===== config.mk =====
export PLATFORM = sky130hd
export DESIGN_NAME = rr_stats
export DESIGN_NICKNAME = d
export VERILOG_FILES = /design/src/rtl/rr_stats.sv
export SDC_FILE = /design/constraint.sdc
export NUM_CORES = 1
export LEC_CHECK = 0
export BUFFER_PORTS_ARGS = -buffer_cell sky130_fd_sc_hd__buf_2
export CORE_MARGIN = 2
export CORE_UTILIZATION = 44
export CTS_CLUSTER_DIAMETER = 40
export DETAILED_ROUTE_END_ITERATION = 8
export GPL_TIMING_DRIVEN = 1
export PLACE_DENSITY = 0.6
export SLEW_MARGIN = 10
export SYNTH_ARGS = -nofsm -noshare
export SYNTH_HDL_FRONTEND = slang
export SYNTH_SLANG_ARGS = --single-unit

===== constraint.sdc =====
create_clock -name i_clk -period 10.4 [get_ports i_clk]
set_input_delay 0.52 -clock i_clk [delete_from_list [all_inputs] [get_ports i_clk]]
set_output_delay 0.52 -clock i_clk [all_outputs]
set_load 0.01 [all_outputs]

===== src/rtl/rr_stats.sv =====
// RR-interval statistics: rejects out-of-range intervals, keeps a circular history of accepted
// RR periods, and publishes per-beat records with running avg/min/max and rhythm flags.
module rr_stats #(
  parameter int unsigned CTR_WIDTH   = 22,
  parameter int unsigned DEPTH_LOG2  = 3,
  parameter int unsigned RR_MIN      = 72,
  parameter int unsigned RR_MAX      = 1080,
  parameter int unsigned TH_TACHY    = 216,
  parameter int unsigned TH_BRADY    = 360,
  parameter int unsigned IRREG_SHIFT = 3
) (
  input  logic                 i_clk,
  input  logic                 i_rst,
  input  logic                 i_ce,
  input  logic [CTR_WIDTH-1:0] i_rr_period,
  input  logic                 i_rr_period_updated,
  input  logic [CTR_WIDTH-1:0] i_r_peak_location,
  output logic [CTR_WIDTH-1:0] o_rr_avg,
  output logic                 o_rr_avg_valid,
  output logic [CTR_WIDTH-1:0] o_rr_min,
  output logic [CTR_WIDTH-1:0] o_rr_max,
  output logic [15:0]          o_beat_count,
  output logic [7:0]           o_artefact_count,
  output logic                 o_rec_valid,
  input  logic                 i_rec_ready,
  output logic [CTR_WIDTH-1:0] o_rec_rr,
  output logic [CTR_WIDTH-1:0] o_rec_loc,
  output logic [3:0]           o_rec_flags,
  output logic                 o_overflow
);
  localparam int unsigned DEPTH = 1 << DEPTH_LOG2;
  localparam int unsigned SUM_W = CTR_WIDTH + DEPTH_LOG2;

  localparam logic [CTR_WIDTH-1:0]  RrMin    = CTR_WIDTH'(RR_MIN);
  localparam logic [CTR_WIDTH-1:0]  RrMax    = CTR_WIDTH'(RR_MAX);
  localparam logic [CTR_WIDTH-1:0]  TachyTh  = CTR_WIDTH'(TH_TACHY);
  localparam logic [CTR_WIDTH-1:0]  BradyTh  = CTR_WIDTH'(TH_BRADY);
  localparam logic [DEPTH_LOG2:0]   FillFull = (DEPTH_LOG2 + 1)'(DEPTH);
  localparam logic [DEPTH_LOG2-1:0] ScanLast = DEPTH_LOG2'(DEPTH - 1);

  typedef enum logic [2:0] {StIdle, StCheck, StWrite, StScan, StPublish} state_e;

  state_e state_q, state_d;

  logic                  pend_valid_q;
  logic [CTR_WIDTH-1:0]  pend_rr_q, pend_loc_q;
  logic [CTR_WIDTH-1:0]  cur_rr_q, cur_loc_q;
  logic                  artefact_q, irreg_q;
  logic [CTR_WIDTH-1:0]  mem_q [DEPTH];
  logic [DEPTH_LOG2-1:0] wr_ptr_q;
  logic [DEPTH_LOG2:0]   fill_q;
  logic [SUM_W-1:0]      sum_q;
  logic [DEPTH_LOG2-1:0] scan_idx_q;
  logic [CTR_WIDTH-1:0]  scan_min_q, scan_max_q;

  logic [CTR_WIDTH-1:0]  avg_q, min_q, max_q, rec_rr_q, rec_loc_q;
  logic                  avg_valid_q, rec_valid_q, overflow_q;
  logic [15:0]           beat_cnt_q;
  logic [7:0]            art_cnt_q;
  logic [3:0]            rec_flags_q;

  logic                   artefact, irregular, new_valid, tachy, brady, rec_xfer, in_fill;
  logic signed [CTR_WIDTH:0] rr_diff;
  logic [CTR_WIDTH:0]     abs_diff;
  logic [SUM_W-1:0]       sum_next;
  logic [CTR_WIDTH-1:0]   new_avg, scan_val;

  always_comb begin
    artefact  = (cur_rr_q < RrMin) || (cur_rr_q > RrMax);
    rr_diff   = $signed({1'b0, cur_rr_q}) - $signed({1'b0, avg_q});
    abs_diff  = rr_diff[CTR_WIDTH] ? -rr_diff : rr_diff;
    // Irregularity is judged against the average before this beat enters the buffer.
    irregular = avg_valid_q && (abs_diff > {1'b0, avg_q >> IRREG_SHIFT});
    sum_next  = sum_q + SUM_W'(cur_rr_q)
              - ((fill_q == FillFull) ? SUM_W'(mem_q[wr_ptr_q]) : '0);
    new_avg   = sum_q[DEPTH_LOG2 +: CTR_WIDTH];
    new_valid = (fill_q == FillFull);
    tachy     = new_valid && (new_avg < TachyTh);
    brady     = new_valid && (new_avg > BradyTh);
    rec_xfer  = rec_valid_q && i_rec_ready;
    in_fill   = ({1'b0, scan_idx_q} < fill_q);
    scan_val  = mem_q[scan_idx_q];
  end

  always_comb begin
    state_d = state_q;
    unique case (state_q)
      StIdle:    if (pend_valid_q || i_rr_period_updated) state_d = StCheck;
      StCheck:   state_d = artefact ? StPublish : StWrite;
      StWrite:   state_d = StScan;
      StScan:    if (scan_idx_q == ScanLast) state_d = StPublish;
      StPublish: state_d = StIdle;
      default:   state_d = StIdle;
    endcase
  end

  always_ff @(posedge i_clk) begin
    if (i_rst) begin
      state_q <= StIdle;
    end else if (i_ce) begin
      state_q <= state_d;
    end
  end

  always_ff @(posedge i_clk) begin
    if (i_rst) begin
      pend_valid_q <= 1'b0;
      pend_rr_q    <= '0;
      pend_loc_q   <= '0;
      cur_rr_q     <= '0;
      cur_loc_q    <= '0;
      artefact_q   <= 1'b0;
      irreg_q      <= 1'b0;
      for (int i = 0; i < int'(DEPTH); i++) mem_q[i] <= '0;
      wr_ptr_q     <= '0;
      fill_q       <= '0;
      sum_q        <= '0;
      scan_idx_q   <= '0;
      scan_min_q   <= '0;
      scan_max_q   <= '0;
      avg_q        <= '0;
      avg_valid_q  <= 1'b0;
      min_q        <= '0;
      max_q        <= '0;
      beat_cnt_q   <= '0;
      art_cnt_q    <= '0;
      rec_valid_q  <= 1'b0;
      rec_rr_q     <= '0;
      rec_loc_q    <= '0;
      rec_flags_q  <= '0;
      overflow_q   <= 1'b0;
    end else if (i_ce) begin
      // Intake: IDLE serves the pending slot first; a strobe arriving then refills it.
      if (state_q == StIdle) begin
        if (pend_valid_q) begin
          cur_rr_q     <= pend_rr_q;
          cur_loc_q    <= pend_loc_q;
          pend_valid_q <= i_rr_period_updated;
          if (i_rr_period_updated) begin
            pend_rr_q  <= i_rr_period;
            pend_loc_q <= i_r_peak_location;
          end
        end else if (i_rr_period_updated) begin
          cur_rr_q  <= i_rr_period;
          cur_loc_q <= i_r_peak_location;
        end
      end else if (i_rr_period_updated) begin
        if (!pend_valid_q) begin
          pend_valid_q <= 1'b1;
          pend_rr_q    <= i_rr_period;
          pend_loc_q   <= i_r_peak_location;
        end else begin
          overflow_q <= 1'b1;
        end
      end

      if (rec_xfer) rec_valid_q <= 1'b0;

      unique case (state_q)
        StCheck: begin
          artefact_q <= artefact;
          irreg_q    <= irregular;
        end
        StWrite: begin
          mem_q[wr_ptr_q] <= cur_rr_q;
          sum_q           <= sum_next;
          wr_ptr_q        <= wr_ptr_q + 1'b1;
          if (fill_q != FillFull) fill_q <= fill_q + 1'b1;
          scan_idx_q <= '0;
          scan_min_q <= '1;
          scan_max_q <= '0;
        end
        StScan: begin
          if (in_fill) begin
            if (scan_val < scan_min_q) scan_min_q <= scan_val;
            if (scan_val > scan_max_q) scan_max_q <= scan_val;
          end
          scan_idx_q <= scan_idx_q + 1'b1;
        end
        StPublish: begin
          avg_q       <= new_avg;
          avg_valid_q <= new_valid;
          if (artefact_q) begin
            if (art_cnt_q != 8'hFF) art_cnt_q <= art_cnt_q + 8'd1;
          end else begin
            if (beat_cnt_q != 16'hFFFF) beat_cnt_q <= beat_cnt_q + 16'd1;
            min_q <= scan_min_q;
            max_q <= scan_max_q;
          end
          if (!rec_valid_q || i_rec_ready) begin
            rec_valid_q <= 1'b1;
            rec_rr_q    <= cur_rr_q;
            rec_loc_q   <= cur_loc_q;
            rec_flags_q <= artefact_q ? 4'b0001 : {brady, tachy, irreg_q, 1'b0};
          end else begin
            overflow_q <= 1'b1;
          end
        end
        default: ;
      endcase
    end
  end

  assign o_rr_avg         = avg_q;
  assign o_rr_avg_valid   = avg_valid_q;
  assign o_rr_min         = min_q;
  assign o_rr_max         = max_q;
  assign o_beat_count     = beat_cnt_q;
  assign o_artefact_count = art_cnt_q;
  assign o_rec_valid      = rec_valid_q;
  assign o_rec_rr         = rec_rr_q;
  assign o_rec_loc        = rec_loc_q;
  assign o_rec_flags      = rec_flags_q;
  assign o_overflow       = overflow_q;

endmodule


Word level (Yosys, flattened, before mapping)
Memories as Yosys holds them, arrays and structs flattened. A register that Yosys moved wholly into a read port is not among the register bits.
Index checks and enable logic that the tools add are counted.
{"block": "classes", "add_sub_neg": 9, "n_reduce_logical": 28, "mux": 50, "magnitude_cmp": 8, "bitwise": 1, "n_eq_ne": 17}
{"operator": "2-to-1 mux 22 bit", "count": 18}
{"operator": "case mux 22 bit (2 select lines)", "count": 2}
{"operator": "adder 25 x 22 -> 25 bit", "count": 1}
{"operator": "subtractor 25 x 22 -> 25 bit", "count": 1}
{"operator": "2-to-1 mux 3 bit", "count": 8}
{"operator": "greater-than comparator 23 x 19 -> 1 bit", "count": 1}
{"operator": "2-to-1 mux 23 bit", "count": 1}
{"operator": "negation 23 bit", "count": 1}
{"operator": "subtractor 22 x 22 -> 23 bit", "count": 1}
{"operator": "greater-than comparator 22 x 11 -> 1 bit, second input constant", "count": 1}
{"operator": "greater-than comparator 22 bit", "count": 1}
{"operator": "greater-than comparator 22 x 9 -> 1 bit, second input constant", "count": 1}
{"operator": "less-than comparator 22 bit", "count": 1}
{"operator": "less-than comparator 22 x 7 -> 1 bit, second input constant", "count": 1}
{"operator": "less-than comparator 22 x 8 -> 1 bit, second input constant", "count": 1}
{"operator": "OR reduction 22 bit", "count": 1}
{"operator": "2-to-1 mux 1 bit", "count": 18}
{"operator": "adder 16 x 1 -> 16 bit, second input constant", "count": 1}
{"operator": "inequality test 16 bit, second input constant", "count": 1}
{"operator": "AND reduction 4 bit", "count": 4}
{"operator": "AND reduction 3 bit", "count": 5}
{"operator": "inequality test 2 bit, second input constant", "count": 7}
{"operator": "case mux 3 bit (4 select lines)", "count": 1}
{"operator": "AND reduction 2 bit", "count": 5}
{"operator": "other kinds (20)", "count": 30}
{"block": "totals", "ram_bits": 176, "memories": 1, "register_bits": 314, "input_bits": 49}
{"memory": "mem_q", "depth": 8, "width": 22, "rd": 2, "rd_ports_with_merged_regs": 2, "wr": 8, "line": "49", "source": "logic [CTR_WIDTH-1:0] mem_q [DEPTH];"}

Logic depth before layout (Yosys ltp)
{"block": "logic_depth", "ltp_word": 7, "mapped_depth": 24}

Worst setup path after synthesis
No wires, ideal clock.
{"block": "synth_timing", "path_type": "register to register", "startpoint": "register (tool-made name)", "endpoint": "register sum_q[24]", "path_stages_with_launch": 18, "arrival_ns": 4.736, "setup_slack_ns": 5.578, "setup_ns": 0.086, "path_cell_list": "dfxtp_1 > clkbuf_1 > clkbuf_1 > mux4_2 > mux2i_1 > nor2_1 > fa_1 > fa_1 > nor2b_1 > o21ai_0 > a21boi_0 > o21ai_0 > a21oi_1 > o41ai_1 > o31a_1 > a221oi_1 > xor2_1 > a211oi_1"}
{"item": "end signal, assigned", "line": "166", "source": "sum_q <= sum_next;"}
{"item": "end, declared", "line": "52", "source": "logic [SUM_W-1:0] sum_q;"}

Final worst setup path
{"block": "layout_timing", "startpoint": "register cur_rr_q[0]", "endpoint": "register irreg_q"}
{"block": "layout_between", "elab_chain_cells": 5}
{"item": "start, declared", "line": "47", "source": "logic [CTR_WIDTH-1:0] cur_rr_q, cur_loc_q;"}
{"item": "start signal, assigned", "line": "136", "source": "cur_rr_q <= pend_rr_q;"}
{"item": "start signal, assigned", "line": "144", "source": "cur_rr_q <= i_rr_period;"}
{"item": "subtractor 22 x 22 -> 23 bit *", "line": "70", "source": "rr_diff = $signed({1'b0, cur_rr_q}) - $signed({1'b0, avg_q});"}
{"item": "negation 23 bit", "line": "71", "source": "abs_diff = rr_diff[CTR_WIDTH] ? -rr_diff : rr_diff;"}
{"item": "2-to-1 mux 23 bit *", "line": "71"}
{"item": "greater-than comparator 23 x 19 -> 1 bit *", "line": "73", "source": "irregular = avg_valid_q && (abs_diff > {1'b0, avg_q >> IRREG_SHIFT});"}
{"item": "logical AND 1 bit *", "line": "73"}
{"item": "end signal, assigned", "line": "162", "source": "irreg_q <= irregular;"}
{"item": "end, declared", "line": "48", "source": "logic artefact_q, irreg_q;"}
Mark *: on every way between the ends. The rest lies on a longest branch, timed or not.
A chain may end at the register's enable or synchronous reset.

==> impl_results.md <==
* Outcome: complete, no violations
* Most used routing layer: met2
* First-pass GRT wire length at roughly 120 mm
* Setup Buffers After CTS at 0
* Maximum vdd drop at roughly 120 uV
* Synthesized instance count at 2,775
* Worst-path clk slew at ~60 ps
* Mapped Avg Cell Area at 9.53 um^2
* Wire per inst at approximately 21 um
* Synth Register Bits at just under 500
* CTS max path bufs at 3
* GRT Residual Overflow at 0
* H-tree levels at 3
* Slew Viols, Final at 0
* Worst skew pair latency at 630 ps
* Fmax at about 170 MHz
* Effective utilization at floorplan at approximately 45%
* Pre-antenna DRT Iters at 6
* Via count at approximately 22,000
* DRT Wirelength at slightly below 80 mm
* Cts hold-fix bufs at 0
* Worst path required time at 10,820 ps
* Initial antenna violation count at 7
* Final worst slack at between 4000 and 5000 ps
* Vias in the first global route at about 22,000
* Met3 track demand over resource at ~5.3%
* DR iter-0 viols at between 1,500 and 2,000
* Pin count of the biggest net entering global routing at roughly 210
* Slew margin rel. at about a quarter
* GR Layer Usage met2 at between 40% and 50%
* DP Worst Slack at roughly 4700 ps
* Sequential power share at a little under two fifths
* Worst-Margin Slew at between 1000 and 1500 ps
* Crit path largest cell delay at about 770 ps
* Synth Net Count at ~3,000
* Port-buffer cells at around 190
* PostCTS Resize Cnt at 0
* Critical path type: reg2reg
* Unrepaired setup endpoints after global routing: no
* CP Launch Type: flip-flop
* Via density at just under 6
* Global Route Usage Sum at 25.2%
* Slowest CP cell: a21oi_1
* Critical Path End Type: flip-flop
* Final Skew at approximately 43 ps
* TNS Setup at 0 ps
* Worst EP arrival at between 6000 and 7000 ps
* Synth async-reset ratio at 0%
* Sw Share at between 20% and 30%
* DP Area at 28,200 um^2
* Maximum Capacitance Violations at 0
* IO Count at 190
* PD cells at around 180 nW/um^2
* Die width at approximately 250 um
* Final Wtd Congestion at about 0.9
* Synth Cell Area at 26,500 um^2
* Final Hold Viols at 0
* Crit path time final at 5740 ps
* Nets at 3,105
* CP dominant cell by count: a21oi_1
* Post-route ant nets at 0
* Sw Pwr at roughly 0.0015 W
* Fin area at roughly 31,000 um^2
* EDFF count, synth at around 180
* Setup Viol. Count Final at 0
* Worst-path fanout max at 12
* Share of layout cells above drive strength 1 at approximately 17%
* Placed insts at between 3,000 and 4,000
* Crit-path cells: inv_1 > ha_1 > inv_1 > fa_1 > a211oi_1 > nor3_1 > o31a_1 > nor3_1 > o31ai_1 > nand2_1 > a21oi_1 > a21oi_1 > xor2_1 > ha_1 > a21o_1 > a21o_1 > a21oi_1 > o21ai_0 > nor3_1 > o31a_1 > a41oi_1 > a21oi_1 > a311oi_1
* Commonest non-fill, non-tap cell in the layout: nand2_1
* Cell Count, Final, Fillers Out at approximately 3,800
* Area grow syn2layout at 17.4%
* Clock Sinks at 496
* Die area at between 60,000 and 70,000 um^2
* Clock buffer count from CTS at between 80 and 90
* M1 GR Usage at between 30% and 40%
* # rows at 89
* HPWL Detailed at between 50 and 60 mm
* Synth warnings at 0
* Register area share after synthesis at 44.2%
* Logic pwr share at a little over an eighth
* Core Area at approximately 59,000 um^2
* Netlist cell types at 79
* CTS root buf: clkbuf_16
* Filler Cell Count at roughly 5,400
* Most frequent cells in the layout: nand2_1 (425), dfxtp_1 (312), a21oi_1 (297), inv_1 (201), buf_2 (188)
* Min-Delay Path Class: in2reg
* Int Power at just over 0.004 W
* Leak Pwr at around 11 nW
* Die height at 249 um
* Total Power at 0.00568 W
* CTS tree: yes
* Final worst-path cycle share at a little under three fifths
* Clk pwr share at 50.0%
* Ys flop type: dfxtp_1
* Drt drc at 0
power groups by stage:
stage               Sequential (W)  Combinational (W)  Clock [W]
floorplan                  0.00212           0.000552          0
global placement           0.00213           0.000721          0
detailed placement         0.00213           0.000736          0
CTS                        0.00209           0.000740    0.00287
global route               0.00210           0.000832    0.00296
finish                     0.00209           0.000747    0.00284
per-layer routing:
metal	share of wire, %	wire length (um)
met5	0.096	76
met3	8.0	6350
met1	41	32500
met2	48	37900
met4	3.3	2660
logic make-up after synthesis:
family | share of synthesized area, %
AO/OA/AOI/OAI | 12.5
XOR/XNOR | 2.45
adder cells (fa/ha/maj) | 7.46
buffers and inverters | 5.64
flip-flops | 44.2
multiplexers | 11.1
AND/OR/NAND/NOR | 16.7
synth_stat cells, types with 4 or more instances:
| master | instances | share of area [%] |
|---|---|---|
| dfxtp_1 | 320 | 24 |
| nor2_1 | 157 | 2.2 |
| a21oi_1 | 298 | 5.6 |
| or3_1 | 12 | 0.28 |
| o31a_1 | 4 | 0.13 |
| nand4b_1 | 5 | 0.17 |
| nor4_1 | 74 | 1.8 |
| and4_1 | 5 | 0.17 |
| nor3b_1 | 5 | 0.14 |
| ha_1 | 121 | 5.7 |
| clkbuf_1 | 157 | 2.2 |
| nand2b_1 | 10 | 0.24 |
| mux4_2 | 88 | 7.5 |
| a211oi_1 | 52 | 1.5 |
| o21ai_0 | 58 | 1.1 |
| fa_1 | 23 | 1.7 |
| a31oi_1 | 6 | 0.14 |
| edfxtp_1 | 176 | 20 |
| or2_2 | 6 | 0.14 |
| mux2i_1 | 93 | 3.5 |
| inv_1 | 201 | 2.9 |
| o21ai_1 | 4 | 0.076 |
| o21a_1 | 10 | 0.28 |
| nand3_1 | 32 | 0.61 |
| a41oi_1 | 4 | 0.13 |
| xnor2_1 | 34 | 1.1 |
| xor2_1 | 40 | 1.3 |
| nor2b_1 | 16 | 0.38 |
| nor3_1 | 68 | 1.3 |
| o31ai_1 | 11 | 0.31 |
| nand2_1 | 425 | 6.0 |
| a2111oi_0 | 4 | 0.13 |
| and2_1 | 70 | 1.7 |
| buf_1 | 20 | 0.28 |
| a21o_1 | 29 | 0.82 |
| nand4_1 | 44 | 1.0 |
| a311oi_1 | 27 | 0.89 |
| o211ai_1 | 5 | 0.14 |
cell type report:
class	instances	area [um^2]	share of cell area, %
inverter	201	754	2.43
timing repair buffer	239	1340	4.33
antenna	1	2.50	0.00806
multi-input combinational	1893	13400	43.1
sequential	496	11700	37.7
tap	773	967	3.11
clock inverter	59	778	2.51
clock buffer	91	2130	6.84
worst paths after layout:
path,start,slack (ps),endpoint,cells past startpoint
setup / recovery,cur_rr_q[0]$_SDFFE_PP0P_,4660,irreg_q$_SDFFE_PP0P_,23
hold / removal,i_rr_period[8],140,pend_rr_q[8]$_SDFFE_PP0P_,3
setup reg to reg,cur_rr_q[0]$_SDFFE_PP0P_,4660,irreg_q$_SDFFE_PP0P_,23
hold reg to reg,o_rr_min[3]$_SDFFE_PP0P_,450,o_rr_min[3]$_SDFFE_PP0P_,2
sequential cells by signal, summed over array words and instances (netlist names), 16 cells and up, named ones only:
name          count
cur_loc_q        22
scan_max_q       22
o_rec_loc        22
o_rr_min         22
o_rec_rr         22
sum_q            25
mem_q           176
o_rr_avg         22
scan_min_q       22
pend_loc_q       22
cur_rr_q         22
pend_rr_q        22
o_beat_count     16
o_rr_max         22
through the flow:
| stage | hold slack [ps] | utilization, % |
|---|---|---|
| 3_5_place_dp | 444 | 47.5 |
| 2_1_floorplan | 432 | - |
| 5_1_grt | 145 | 52.4 |
| 3_3_place_gp | 437 | 47.5 |
| 4_1_cts | 119 | 52.4 |
| 6_report | 143 | 52.4 |
critical path: cells and delay by family (launching register included):
| kind | cells | cell delay, ps |
|---|---|---|
| AO/OA/AOI/OAI | 13 | 2930 |
| buffers and inverters | 2 | 290 |
| adder cells (fa/ha/maj) | 3 | 800 |
| AND/OR/NAND/NOR | 4 | 870 |
| XOR/XNOR | 1 | 190 |
| flip-flops | 1 | 460 |
(Power assumes the default switching activity.)
